===== src/rtl/mem_exception_commit_pkg.sv =====
// Shared types and constants for the MEM-stage exception commit unit.
// The MEM_EXC_REFETCH_EN macro (see exc_priority_enc) enables the Refetch cause.
package mem_exception_commit_pkg;

    // Packed exception vector; the first field is the MSB.
    typedef struct packed {
        logic Interrupt;
        logic WrongAddressinIF;
        logic TLBRefillinIF;
        logic TLBInvalidinIF;
        logic CoprocessorUnusable;
        logic ReservedInstruction;
        logic Overflow;
        logic Trap;
        logic Syscall;
        logic Break;
        logic RdWrongAddressinMEM;
        logic WrWrongAddressinMEM;
        logic RdTLBRefill;
        logic RdTLBInvalid;
        logic WrTLBRefill;
        logic WrTLBInvalid;
        logic TLBModified;
        logic Eret;
        logic Refetch;
    } ExceptinPipeType;

    typedef enum logic [1:0] {
        BADV_NONE = 2'd0,
        BADV_PC   = 2'd1,
        BADV_ADDR = 2'd2
    } badv_sel_e;

    typedef enum logic {
        S_IDLE = 1'b0,
        S_HOLD = 1'b1
    } commit_state_e;

    localparam logic [4:0] EXC_INT  = 5'd0;
    localparam logic [4:0] EXC_MOD  = 5'd1;
    localparam logic [4:0] EXC_TLBL = 5'd2;
    localparam logic [4:0] EXC_TLBS = 5'd3;
    localparam logic [4:0] EXC_ADEL = 5'd4;
    localparam logic [4:0] EXC_ADES = 5'd5;
    localparam logic [4:0] EXC_SYS  = 5'd8;
    localparam logic [4:0] EXC_BP   = 5'd9;
    localparam logic [4:0] EXC_RI   = 5'd10;
    localparam logic [4:0] EXC_CPU  = 5'd11;
    localparam logic [4:0] EXC_OV   = 5'd12;
    localparam logic [4:0] EXC_TR   = 5'd13;

    localparam logic [31:0] VEC_REFILL_OFS  = 32'h0000_0000;
    localparam logic [31:0] VEC_GENERAL_OFS = 32'h0000_0180;

endpackage


===== src/rtl/exc_priority_enc.sv =====
// Combinational priority encoder: merged exception vector -> single winning cause.
// MEM_EXC_REFETCH_EN: when defined, Refetch is reported as the lowest-priority cause.
module exc_priority_enc
    import mem_exception_commit_pkg::*;
(
    input  ExceptinPipeType i_vec,
    output logic            o_is_exc,
    output logic [4:0]      o_code,
    output logic            o_is_eret,
    output logic            o_is_refetch,
    output badv_sel_e       o_badv_sel,
    output logic            o_is_refill
);

    always_comb begin
        o_is_exc     = 1'b1;
        o_code       = EXC_INT;
        o_is_eret    = 1'b0;
        o_is_refetch = 1'b0;
        o_badv_sel   = BADV_NONE;
        o_is_refill  = 1'b0;
        if (i_vec.Interrupt) begin
            o_code = EXC_INT;
        end else if (i_vec.WrongAddressinIF) begin
            o_code = EXC_ADEL; o_badv_sel = BADV_PC;
        end else if (i_vec.TLBRefillinIF) begin
            o_code = EXC_TLBL; o_badv_sel = BADV_PC; o_is_refill = 1'b1;
        end else if (i_vec.TLBInvalidinIF) begin
            o_code = EXC_TLBL; o_badv_sel = BADV_PC;
        end else if (i_vec.CoprocessorUnusable) begin
            o_code = EXC_CPU;
        end else if (i_vec.ReservedInstruction) begin
            o_code = EXC_RI;
        end else if (i_vec.Overflow) begin
            o_code = EXC_OV;
        end else if (i_vec.Trap) begin
            o_code = EXC_TR;
        end else if (i_vec.Syscall) begin
            o_code = EXC_SYS;
        end else if (i_vec.Break) begin
            o_code = EXC_BP;
        end else if (i_vec.RdWrongAddressinMEM) begin
            o_code = EXC_ADEL; o_badv_sel = BADV_ADDR;
        end else if (i_vec.WrWrongAddressinMEM) begin
            o_code = EXC_ADES; o_badv_sel = BADV_ADDR;
        end else if (i_vec.RdTLBRefill) begin
            o_code = EXC_TLBL; o_badv_sel = BADV_ADDR; o_is_refill = 1'b1;
        end else if (i_vec.RdTLBInvalid) begin
            o_code = EXC_TLBL; o_badv_sel = BADV_ADDR;
        end else if (i_vec.WrTLBRefill) begin
            o_code = EXC_TLBS; o_badv_sel = BADV_ADDR; o_is_refill = 1'b1;
        end else if (i_vec.WrTLBInvalid) begin
            o_code = EXC_TLBS; o_badv_sel = BADV_ADDR;
        end else if (i_vec.TLBModified) begin
            o_code = EXC_MOD; o_badv_sel = BADV_ADDR;
        end else begin
            // Non-exception causes: no CP0 write, so no code.
            o_is_exc = 1'b0;
            if (i_vec.Eret) begin
                o_is_eret = 1'b1;
            end
`ifdef MEM_EXC_REFETCH_EN
            else if (i_vec.Refetch) begin
                o_is_refetch = 1'b1;
            end
`endif
        end
    end

`ifndef MEM_EXC_REFETCH_EN
    logic w_unused_refetch;
    assign w_unused_refetch = i_vec.Refetch;
`endif

endmodule


===== src/rtl/mem_exception_commit.sv =====
// MEM-stage exception commit: registers EXE bundle, merges TLB data faults, commits one cause.
// MEM_EXC_REFETCH_EN enables the Refetch redirect (handled in exc_priority_enc).
module mem_exception_commit
    import mem_exception_commit_pkg::*;
#(
    parameter logic [31:0] BEV_BASE  = 32'hBFC0_0200,
    parameter logic [31:0] NORM_BASE = 32'h8000_0000
) (
    input  logic            i_clk,
    input  logic            i_rst,
    input  logic            i_EXE_Valid,
    input  ExceptinPipeType i_EXE_ExceptType_final,
    input  logic [31:0]     i_EXE_PC,
    input  logic [31:0]     i_EXE_ALUOut,
    input  logic            i_EXE_IsInDelaySlot,
    input  logic            i_MEM_Stall,
    input  ExceptinPipeType i_MEM_TLBFault,
    input  logic            i_CP0_Status_EXL,
    input  logic            i_CP0_Status_BEV,
    input  logic [31:0]     i_CP0_EPC,
    input  logic            i_Redirect_Ready,
    output logic            o_Exc_Valid,
    output logic [4:0]      o_Exc_Code,
    output logic [31:0]     o_Exc_EPC,
    output logic            o_Exc_BD,
    output logic [31:0]     o_Exc_BadVAddr,
    output logic            o_Exc_BadVAddrWr,
    output logic            o_Exc_IsEret,
    output logic            o_Flush_All,
    output logic            o_Redirect_Valid,
    output logic [31:0]     o_Redirect_PC
);

    logic            r_valid;
    logic [31:0]     r_pc;
    logic [31:0]     r_alu;
    logic            r_bd;
    ExceptinPipeType r_exc;
    commit_state_e   r_state;
    commit_state_e   w_state_nxt;
    logic [31:0]     r_redir_pc;

    ExceptinPipeType w_tlb_data;
    ExceptinPipeType w_merged;
    logic            w_is_exc;
    logic [4:0]      w_code;
    logic            w_is_eret;
    logic            w_is_refetch;
    badv_sel_e       w_badv_sel;
    logic            w_is_refill;
    logic            w_commit;
    logic [31:0]     w_base;
    logic [31:0]     w_target;

    // Only the data-side TLB faults are taken from the MMU port.
    always_comb begin
        w_tlb_data              = '0;
        w_tlb_data.RdTLBRefill  = i_MEM_TLBFault.RdTLBRefill;
        w_tlb_data.RdTLBInvalid = i_MEM_TLBFault.RdTLBInvalid;
        w_tlb_data.WrTLBRefill  = i_MEM_TLBFault.WrTLBRefill;
        w_tlb_data.WrTLBInvalid = i_MEM_TLBFault.WrTLBInvalid;
        w_tlb_data.TLBModified  = i_MEM_TLBFault.TLBModified;
    end

    logic w_unused_tlb;
    assign w_unused_tlb = ^{i_MEM_TLBFault[18:7], i_MEM_TLBFault[1:0]};

    assign w_merged = r_valid ? (r_exc | w_tlb_data) : '0;

    exc_priority_enc u_prio (
        .i_vec        (w_merged),
        .o_is_exc     (w_is_exc),
        .o_code       (w_code),
        .o_is_eret    (w_is_eret),
        .o_is_refetch (w_is_refetch),
        .o_badv_sel   (w_badv_sel),
        .o_is_refill  (w_is_refill)
    );

    assign w_commit = (r_state == S_IDLE) && !i_MEM_Stall
                      && (w_is_exc || w_is_eret || w_is_refetch);
    assign w_base   = i_CP0_Status_BEV ? BEV_BASE : NORM_BASE;

    always_comb begin
        if (w_is_eret)
            w_target = i_CP0_EPC;
        else if (w_is_refetch)
            w_target = r_pc;
        else if (w_is_refill && !i_CP0_Status_EXL)
            w_target = w_base + VEC_REFILL_OFS;
        else
            w_target = w_base + VEC_GENERAL_OFS;
    end

    always_comb begin
        w_state_nxt      = r_state;
        o_Exc_Valid      = 1'b0;
        o_Exc_Code       = 5'd0;
        o_Exc_EPC        = 32'd0;
        o_Exc_BD         = 1'b0;
        o_Exc_BadVAddr   = 32'd0;
        o_Exc_BadVAddrWr = 1'b0;
        o_Exc_IsEret     = 1'b0;
        o_Flush_All      = 1'b0;
        o_Redirect_Valid = 1'b0;
        o_Redirect_PC    = 32'd0;
        case (r_state)
            S_IDLE: begin
                if (w_commit) begin
                    o_Exc_Valid      = w_is_exc;
                    o_Exc_IsEret     = w_is_eret;
                    o_Flush_All      = 1'b1;
                    o_Redirect_Valid = 1'b1;
                    o_Redirect_PC    = w_target;
                    if (w_is_exc) begin
                        o_Exc_Code       = w_code;
                        o_Exc_EPC        = r_bd ? (r_pc - 32'd4) : r_pc;
                        o_Exc_BD         = r_bd;
                        o_Exc_BadVAddrWr = (w_badv_sel != BADV_NONE);
                        o_Exc_BadVAddr   = (w_badv_sel == BADV_PC)   ? r_pc  :
                                           (w_badv_sel == BADV_ADDR) ? r_alu : 32'd0;
                    end
                    if (!i_Redirect_Ready)
                        w_state_nxt = S_HOLD;
                end
            end
            S_HOLD: begin
                o_Redirect_Valid = 1'b1;
                o_Redirect_PC    = r_redir_pc;
                if (i_Redirect_Ready)
                    w_state_nxt = S_IDLE;
            end
            default: w_state_nxt = S_IDLE;
        endcase
    end

    always_ff @(posedge i_clk) begin
        if (i_rst) begin
            r_state    <= S_IDLE;
            r_redir_pc <= 32'd0;
        end else begin
            r_state <= w_state_nxt;
            if (w_commit)
                r_redir_pc <= w_target;
        end
    end

    // HOLD keeps the slot empty so nothing behind the redirect can commit.
    always_ff @(posedge i_clk) begin
        if (i_rst || o_Flush_All || (r_state == S_HOLD)) begin
            r_valid <= 1'b0;
            r_pc    <= 32'd0;
            r_alu   <= 32'd0;
            r_bd    <= 1'b0;
            r_exc   <= '0;
        end else if (!i_MEM_Stall) begin
            r_valid <= i_EXE_Valid;
            r_pc    <= i_EXE_PC;
            r_alu   <= i_EXE_ALUOut;
            r_bd    <= i_EXE_IsInDelaySlot;
            r_exc   <= i_EXE_ExceptType_final;
        end
    end

endmodule


===== config.mk =====
export PLATFORM = sky130hd
export DESIGN_NAME = mem_exception_commit
export DESIGN_NICKNAME = d
export VERILOG_FILES = /design/src/rtl/mem_exception_commit_pkg.sv /design/src/rtl/exc_priority_enc.sv /design/src/rtl/mem_exception_commit.sv
export SDC_FILE = /design/constraint.sdc
export NUM_CORES = 1
export LEC_CHECK = 0
export ABC_CLOCK_PERIOD_IN_PS = 4200
export BUFFER_PORTS_ARGS = -buffer_cell sky130_fd_sc_hd__clkbuf_2
export CAP_MARGIN = 0
export CELL_PAD_IN_SITES_DETAIL_PLACEMENT = 0
export CELL_PAD_IN_SITES_GLOBAL_PLACEMENT = 2
export CORE_AREA = 2 2 142 144
export CTS_BUF_LIST = sky130_fd_sc_hd__clkbuf_2
export CTS_CLUSTER_SIZE = 14
export DETAILED_ROUTE_END_ITERATION = 8
export DIE_AREA = 0 0 144 146
export HOLD_SLACK_MARGIN = 0.12
export PLACE_DENSITY = 0.87
export SYNTH_ARGS = -nofsm -noshare
export SYNTH_HDL_FRONTEND = slang
export SYNTH_SLANG_ARGS = --single-unit

===== constraint.sdc =====
create_clock -name i_clk -period 4.2 [get_ports i_clk]
set_clock_uncertainty 0.1 [all_clocks]
set_input_delay 0.84 -clock i_clk [delete_from_list [all_inputs] [get_ports i_clk]]
set_output_delay 0.84 -clock i_clk [all_outputs]
set_load 0.01 [all_outputs]

Word level (Yosys, flattened, before mapping)
Index checks and enable logic that the tools add are counted.

word-level totals
  memories = 0
  output and inout bits = 107
  bits in latches = 0
  word-level logic and storage cells = 158
  bits in read-only memories = 0
  bits in writable memories = 0
  bits in registers = 118
  input port bits = 142

cells by class
  order comparisons = 0
  div/mod/pow operators = 0
  muxes and demuxes = 118
  bitwise gates (word level) = 2
  reductions and logical operators = 9
  multipliers = 0
  $add $sub $neg = 2
  shifts and indexed selects = 0
  eq/ne operators = 2

operators by type and width
  operator                                              count
  two-way mux 32 bit                                    12
  two-way mux 5 bit                                     19
  two-way mux 1 bit                                     65
  case mux 32 bit (2 select lines)                      1
  two-way mux 2 bit                                     17
  adder 32 x 9 -> 32 bit (second input constant)        1
  subtractor 32 x 3 -> 32 bit (second input constant)   1
  two-way mux 30 bit                                    1
  two-way mux 19 bit                                    1
  OR 19 x 7 -> 19 bit                                   1
  case mux 1 bit (2 select lines)                       2
  logical AND 1 bit                                     3
  logical OR 1 bit                                      3
  equality test 2 x 1 -> 1 bit (second input constant)  1
  equality test 2 bit (second input constant)           1
  zero test 1 bit                                       2
  nonzero test 2 bit                                    1
  NOT 1 bit                                             1

Logic depth before layout (Yosys ltp)
Gate-level depths: netlist of run 1.

  depth in word-level cells = 26
  mapped depth = 9
  gate-level depth less buffers = 7

Modules after synthesis
Synthesis of run 1 repeated with hierarchy kept, for this count alone.

second synthesis, totals
  cells, all modules = 823
  area total of the unflattened synthesis = 6517.5 um^2

modules (own cells, without submodules)
  module                sequential area each (um^2)  cells each  instances  area an instance (um^2)
  mem_exception_commit  2362.3                       784         1          6272.3
  exc_priority_enc      0.0                          39          1          245.2

Worst setup path after synthesis of run 1
Ideal clock, no wire load.

  path kind = input-to-output
  start = input port i_MEM_TLBFault[3] (netlist name)
  end = output port o_Redirect_PC[7]
  cell stages on the path = 8
  slack = 0.815 ns
  required time = 3.260 ns
  arrival time = 2.445 ns
  buffers on the path = 3
  cell sequence = nor4_1 > and4_1 > clkbuf_1 > and3_1 > clkbuf_1 > clkbuf_1 > a22oi_1 > nand2_1

on the way
  word-level cells in the longest chain between the ends = 22

RTL lines
  item                                  RTL line                     text
  start, declared                       mem_exception_commit.sv:17   input ExceptinPipeType i_MEM_TLBFault,
  OR 19 x 7 -> 19 bit (*)               mem_exception_commit.sv:68   assign w_merged = r_valid ? (r_exc | w_tlb_data) : '0;
  two-way mux 19 bit (*)                mem_exception_commit.sv:68
  two-way mux 1 bit                     exc_priority_enc.sv:52       end else if (i_vec.WrTLBInvalid) begin
  two-way mux 1 bit                     exc_priority_enc.sv:50       end else if (i_vec.WrTLBRefill) begin
  two-way mux 1 bit                     exc_priority_enc.sv:48       end else if (i_vec.RdTLBInvalid) begin
  two-way mux 1 bit                     exc_priority_enc.sv:46       end else if (i_vec.RdTLBRefill) begin
  two-way mux 1 bit                     exc_priority_enc.sv:44       end else if (i_vec.WrWrongAddressinMEM) begin
  two-way mux 1 bit                     exc_priority_enc.sv:42       end else if (i_vec.RdWrongAddressinMEM) begin
  [6 not listed]                        -
  two-way mux 1 bit                     exc_priority_enc.sv:28       end else if (i_vec.TLBInvalidinIF) begin
  two-way mux 1 bit                     exc_priority_enc.sv:26       end else if (i_vec.TLBRefillinIF) begin
  two-way mux 1 bit                     exc_priority_enc.sv:24       end else if (i_vec.WrongAddressinIF) begin
  two-way mux 1 bit                     exc_priority_enc.sv:22       if (i_vec.Interrupt) begin
  logical OR 1 bit                      mem_exception_commit.sv:81   && (w_is_exc || w_is_eret || w_is_refetch);
  logical AND 1 bit                     mem_exception_commit.sv:81
  two-way mux 32 bit (*)                mem_exception_commit.sv:109  if (w_commit) begin
  case mux 32 bit (2 select lines) (*)  mem_exception_commit.sv:107  case (r_state)
  end, declared                         mem_exception_commit.sv:31   output logic [31:0] o_Redirect_PC

Every way passes the cells marked *; elsewhere a longest branch is shown, timed or not.

Worst setup path after layout of run 1
  start = register r_pc[11]
  end = output port o_Exc_EPC[25]

on the way
  word-level cells in the longest chain between the ends = 5

RTL lines
  item                         RTL line                     text
  start, declared              mem_exception_commit.sv:35   logic [31:0] r_pc;
  start signal, assigned       mem_exception_commit.sv:158  r_pc <= i_EXE_PC;
  subtractor 32 x 3 -> 32 bit  mem_exception_commit.sv:117  o_Exc_EPC = r_bd ? (r_pc - 32'd4) : r_pc;
  two-way mux 32 bit           mem_exception_commit.sv:117
  two-way mux 32 bit           mem_exception_commit.sv:115  if (w_is_exc) begin
  two-way mux 32 bit           mem_exception_commit.sv:109
  two-way mux 32 bit           mem_exception_commit.sv:107
  end, declared                mem_exception_commit.sv:24   output logic [31:0] o_Exc_EPC,

No other way between the ends.

==> run metrics, run 1 <==
largest net degree at the start of global routing 85; Final Util 0.370; Mean Syn Cell Area 8.72 µm²; H-tree depth 4; VDD IR max 0.167 mV; PortBufs 232; number of flops mapped to enable cells by yosys 0; drt first-iter violations approximately 220; main flop type after synthesis dfxtp_1; CTS buffer count 17; Netlist cell types 49; Initial Util 0.286; Cell Area, Placed just under 7000 µm²; n_diodes 0; core area 19,300 µm²; total track usage 0.178; Via Count ~5,500; Synthesis Warnings 0; worst-path cell chain or4_4, or4_4, buf_4, nor3_2, xnor2_1, nor2_1, clkbuf_2; Die Y 146 µm; Detail Placement HPWL between 10,000 and 15,000 µm; total global routing overflow 0; share of cells above drive strength 1 0.363; most frequent cells in the layout 252 x clkbuf_2, 124 x a22o_1, 117 x dfxtp_1; relative slew slack 0.406; first-pass GRT wire length 29,400 µm; DRT antenna net count 0; worst-path fanout max 14; hold buffers post-CTS 0; Slew @ Worst Pin 889 ps; Finished Cell Area 7150 µm²; synthesized area roughly 5500 µm²; TritonCTS clock tree done; Setup CP Type reg2out; async set-reset flop share out of synthesis 0; vias in the first global route between 5,000 and 6,000; Max Freq approximately 250 MHz; # rows 51; hold_sp i_Redirect_Ready; Clock transition at path regs roughly 180 ps; First-pass DRT Iterations 5; Leak around 3.1 nW; Clock Latency Late Sink 680 ps; Vias/cell around 4.9; max-slew violation count 0; Max clock buf depth 2; FF-to-FF path depth 6; drt drc 0; post-synthesis sequential area ratio 0.424; drt total wl 18,700 µm; Worst path slowest cell or4_4; PD cells roughly 300 nW/µm²; Tmin final slightly below 4000 ps; final hold vios 0; die area between 20,000 and 25,000 µm²; hold path depth 2; synth top area cells dfxtp_1 42%, a22o_1 20%, nand2_1 5.8%; maxcap violations 0; Chip Width between 100 and 150 µm; final setup fails 0; Area Growth Syn to Fin 29.5%; CTS root buffer clkbuf_2; synthesized flop and latch total around 120; gpl congestion approximately 0.76; # IOs around 250; crit path DAT 3030 ps; clock sinks 117; Yosys top cell by area dfxtp_1; Req. time, crit path 3260 ps; post-layout net count 994; critical path startpoint category register; Synth top area share 0.424; commonest non-fill, non-tap cell in the layout clkbuf_2; crit share post-route 0.944; status finished, final reports clean; most used cell, CP or4_4; r2r startpoint r_exc[4]; antenna violations before repair 0; CP startpoint r_pc[11]; CP endpoint kind primary output; Post-Synthesis Cells 634; Hold Path Class in2reg; slowest stage delay, CP 630 ps; WL/cell 16.5 µm; Syn Nets 777
## final timing paths
| check | end | slack, ps |
|---|---|---|
| setup / recovery | o_Exc_EPC[25] | 230 |
| hold / removal | r_state | 230 |
| setup reg to reg | r_pc[16] | 1560 |
| hold reg to reg | r_alu[0] | 390 |
## sequential cells by signal, indices dropped and copies added, names as in the netlist
signal and cells:
r_redir_pc 32, r_alu 32, r_pc 32, r_exc 18
r_valid 1, r_bd 1, r_state 1
## repair_timing
action,4_1_cts,5_1_grt
endpoints found under the hold margin,0,0
gates resized for setup,0,5
buffers inserted,0,9
endpoints found under the setup margin,0,20
## critical path, delay by kind of cell, from the launching register on
kind / cells / cell delay [ps]
buf+inv: 2 / 340
simple gates: 4 / 1510
flops: 1 / 420
xor+xnor: 1 / 80
## routing by layer
layer / vias up / GRT usage / wire (µm)
li1: 2751 / - / -
met1: 2547 / 0.217 / 8000
met2: 203 / 0.290 / 8540
met3: 13 / 0.0786 / 1920
met4: 0 / 0.0368 / 203
met5: - / 0 / 0
## area by class of cell
class                      count  area (µm²)
fill                        2130       12200
inverter                       7        26.3
timing repair buffer         255        1350
sequential                   117        2340
multi-input combinational    453        2940
clock buffer                  20         100
clock inverter                11        63.8
tap                          265         332
## logic make-up after synthesis
logic type / after synthesis / synth area share
and+or+nand+nor: 218 / 0.194
adders and majority gates: 1 / 0.00226
buffers and inverters: 64 / 0.0516
AOI/OAI and AO/OA: 206 / 0.285
other: 1 / 0.000679
xor gates and xnor gates: 27 / 0.0428
DFF: 117 / 0.424
## cell usage after synthesis (3+ instances only)
cell type,number
nor4_2,3
or3_1,6
o21ai_0,10
nand2_1,86
clkbuf_1,42
xnor2_1,25
a211oi_1,12
nand3_1,6
nor3_1,13
buf_2,8
or2_2,4
nor2_1,54
nand3b_1,3
o31ai_1,3
a21oi_1,45
buf_1,3
inv_1,7
dfxtp_1,117
and2_1,3
nor3b_1,4
nor3_2,7
nor4_1,12
and4_1,3
a22o_1,124
## metrics by stage
stage / instances / TNS [ps] / hold slack, ps / total power (W) / setup slack [ps]
after CTS: 1119 / 0 / 151 / 0.00220 / 45.1
after global routing: 1128 / -1.72 / 121 / 0.00230 / -1.39
after floorplan: 634 / 0 / 342 / 0.00145 / 815
final: 1128 / 0 / 231 / 0.00217 / 234
after detailed placement: 1088 / 0 / 355 / 0.00159 / 390
after global placement: 1088 / 0 / 357 / 0.00158 / 383
## power by group
| part | total (W) | switching [W] | internal, W |
|---|---|---|---|
| Clock | 0.000593 | 0.000446 | 0.000148 |
| Combinational | 0.000352 | 0.000187 | 0.000165 |
| Sequential | 0.00122 | 0.0000566 | 0.00117 |
Power figures use the tool's default switching activity.
==> run 2, diff against run 1 <==
Settings changed: ABC_AREA set to 1, CORE_AREA 2 2 142 144 to 2 2 158 160, DIE_AREA 0 0 144 146 to 0 0 160 162.
==> run metrics, run 2 <==
first-pass GRT wire length 34,100 µm (+16%); crit path DAT 3000 ps (-30 ps); VDD IR max 0.133 mV (-20%); CTS buffer count 17 (unchanged); drt drc 0 (unchanged); sw power 0.00121 W (+76%); TritonCTS clock tree done; Post-Synthesis Cells 1,023 (+61%); worst-path cell chain inv_2, nor2_1, nand3_1, nor2_1, nand2_1, nor2_1, nand3b_1, xor2_1, nor2_1, clkbuf_2; main flop type after synthesis dfxtp_1; RSZ-0062 raised after global routing no; antenna violations before repair 2 (+2); Tmin final 3940 ps (-24.1 ps); Syn Nets 1,166 (+50%); Setup CP Type reg2out; gpl congestion 0.782 (+3.2%); drt total wl 21,700 µm (+16%); Post-CTS Setup Bufs 0 (unchanged); async set-reset flop share out of synthesis 0 (unchanged); Slew @ Worst Pin 916 ps (+27.2 ps); PortBufs 232 (unchanged); Worst path slowest cell dfxtp_1; final setup fails 0 (unchanged); status finished, final reports clean; synth top area cells dfxtp_1 35%, nand2_1 17%, nor2_1 7.6%; die area 25,900 µm² (+23%); core area 24,100 µm² (+25%); Clock transition at path regs 220 ps (+40 ps); Comb power frac 0.320 (+0.158); fill count 2,750 (+29%); cell-internal power 0.00181 W (+22%); total global routing overflow 0 (unchanged); PD cells 364 nW/µm² (+20%); CTS root buffer clkbuf_2; Buf+Inv Stages, Crit Path 2 (unchanged); switching share of power 0.402 (+0.0836); clock sinks 117 (unchanged); H-tree depth 4 (unchanged); relative slew slack 0.389 (-0.0169); vias in the first global route 6,292 (+17%); critical path startpoint category register; Reg power frac 0.428 (-0.136); Vias/cell 4.35 (-11%); post-synthesis sequential area ratio 0.350 (-0.0736); Area Growth Syn to Fin 24.1%; Clock power frac 0.253 (-0.021); Leak 4.24 nW (+38%); max-slew violation count 0 (unchanged); DRT antenna net count 0 (unchanged); slowest stage delay, CP 550 ps (-80 ps); Max clock buf depth 2 (unchanged); # IOs 249 (unchanged); WL/cell 13.8 µm (-17%); Die Y 162 µm (+11%); Chip Width 160 µm (+11%); Initial Util 0.277 (-0.00840); most frequent cells in the layout 303 x nand2_1, 249 x clkbuf_2, 133 x nor2_1; Hold Path Class in2reg; crit share post-route 0.939 (-0.00573); synthesized flop and latch total 117 (unchanged); largest net degree at the start of global routing 96 (+13%); share of cells above drive strength 1 0.289 (-0.0736); final total power 0.00302 W (+39%); synthesized area 6690 µm² (+21%); Multi-input gate area 3710 µm² (+26%); Mean Syn Cell Area 6.54 µm² (-25%); Setup TNS Final 0 ps (unchanged); Req. time, crit path 3260 ps (about the same); worst-path fanout max 7 (-7); Hold Slack 277 ps (+46.0 ps); Via Count 6,818 (+24%); top flop regs r_alu x32, r_pc x32, r_redir_pc x32; Detail Placement HPWL 15,600 µm (+19%); Post-synth top cells 305 x nand2_1, 135 x nor2_1, 117 x dfxtp_1, 96 x o21ai_0, 90 x inv_1; # rows 57 (+12%); total track usage 0.166 (-0.0116); number of flops mapped to enable cells by yosys 0 (unchanged); CP endpoint kind primary output; Yosys top cell by area dfxtp_1; final hold vios 0 (unchanged); Netlist cell types 34 (-31%); cell family with most CP delay simple AND/OR/NAND/NOR gates; drt first-iter violations 308 (+38%); Synthesis Warnings 0 (unchanged); commonest non-fill, non-tap cell in the layout nand2_1; top-count cell post-synth nand2_1; Clock Latency Late Sink 680 ps (about the same); Non-Filler Instances 1,568 (+39%); Sequential Area 2350 µm² (+0.16%); First-pass DRT Iterations 7 (+2); post-layout net count 1,372 (+38%); Synth top area share 0.350 (-0.0736); placed insts 1,532 (+41%); maxcap violations 0 (unchanged); Max Freq 254 MHz (+0.61%); most used cell, CP nor2_1
run 2: changes by cell type after synthesis, sizes merged, moves of 23 or more:
cell   previous run  this run
mux2i             0        23
o21ai            11       101
nor2             56       203
nand2            86       313
xnor2            25         0
inv               7        93
nand3             6        29
a22o            125         0
run 2: final cells by class:
cell class                 instances  area share
timing repair buffer             242       0.151
clock inverter                    14      0.0164
multi-input combinational        758       0.448
clock buffer                      18      0.0109
sequential                       117       0.283
inverter                          93      0.0421
tap                              324      0.0488
antenna                            2    0.000603
run 2: layer usage:
layer,global-route usage,vias up,part of all wire
li1,-,3604,-
met1,0.225,3039,0.48
met4,0.0536,0,0.018
met3,0.0350,19,0.046
met2,0.266,156,0.46
met5,0,-,0
run 2: per-stage QoR:
stage	utilization	setup slack (ps)	instance area (µm²)
after floorplan	-	1320	6690
after global placement	0.333	519	8020
after detailed placement	0.333	559	8020
after CTS	0.343	67.1	8260
after global routing	0.344	7.22	8300
final	0.344	258	8300
run 2: cells by family (layout without fill, tap and decap cells):
group	count (synthesis)	after routing	synth area share
compound gates	153	154	0.117
simple gates	565	565	0.374
xor+xnor	14	14	0.0183
other cells	1	3	0.000561
mux	23	23	0.0344
flops	117	117	0.350
buf+inv	149	367	0.103
fa+ha+maj	1	1	0.00187
run 2: final timing paths:
| check | from | endpoint | slack, ps | cells past startpoint |
|---|---|---|---|---|
| worst max-delay path | r_bd | o_Exc_EPC[27] | 260 | 10 |
| worst min-delay path | i_EXE_ALUOut[0] | r_alu[0] | 280 | 3 |
| worst max register to register | r_valid | r_alu[24] | 1340 | 12 |
| worst min register to register | r_redir_pc[10] | r_redir_pc[10] | 370 | 2 |
run 2: worst reg2reg max path, cell delays in order (launching register included):
cell and delay, ps:
dfxtp_4 460, nand2_1 150, nand3_1 150, inv_1 100
nand2_1 110, nor2_4 320, nand2_2 160, nand2_8 220
nand2_4 180, nor2_4 170, nand2_4 220, buf_12 280
nor2_2 190
run 2: repair_timing:
item                       4_1_cts  5_1_grt
gates cloned                     1        0
setup endpoints to repair       38       35
hold endpoints to repair         1        0
gates resized for setup          1        7
pin swaps                        1        0
hold buffers                     1        0
run 2: power groups by stage:
| stage | clock (W) | sequential [W] | combinational [W] |
|---|---|---|---|
| floorplan | 0 | 0.00129 | 0.000706 |
| global placement | 0 | 0.00131 | 0.000955 |
| detailed placement | 0 | 0.00132 | 0.000955 |
| CTS | 0.000796 | 0.00129 | 0.000975 |
| global route | 0.000850 | 0.00131 | 0.00109 |
| finish | 0.000763 | 0.00129 | 0.000965 |
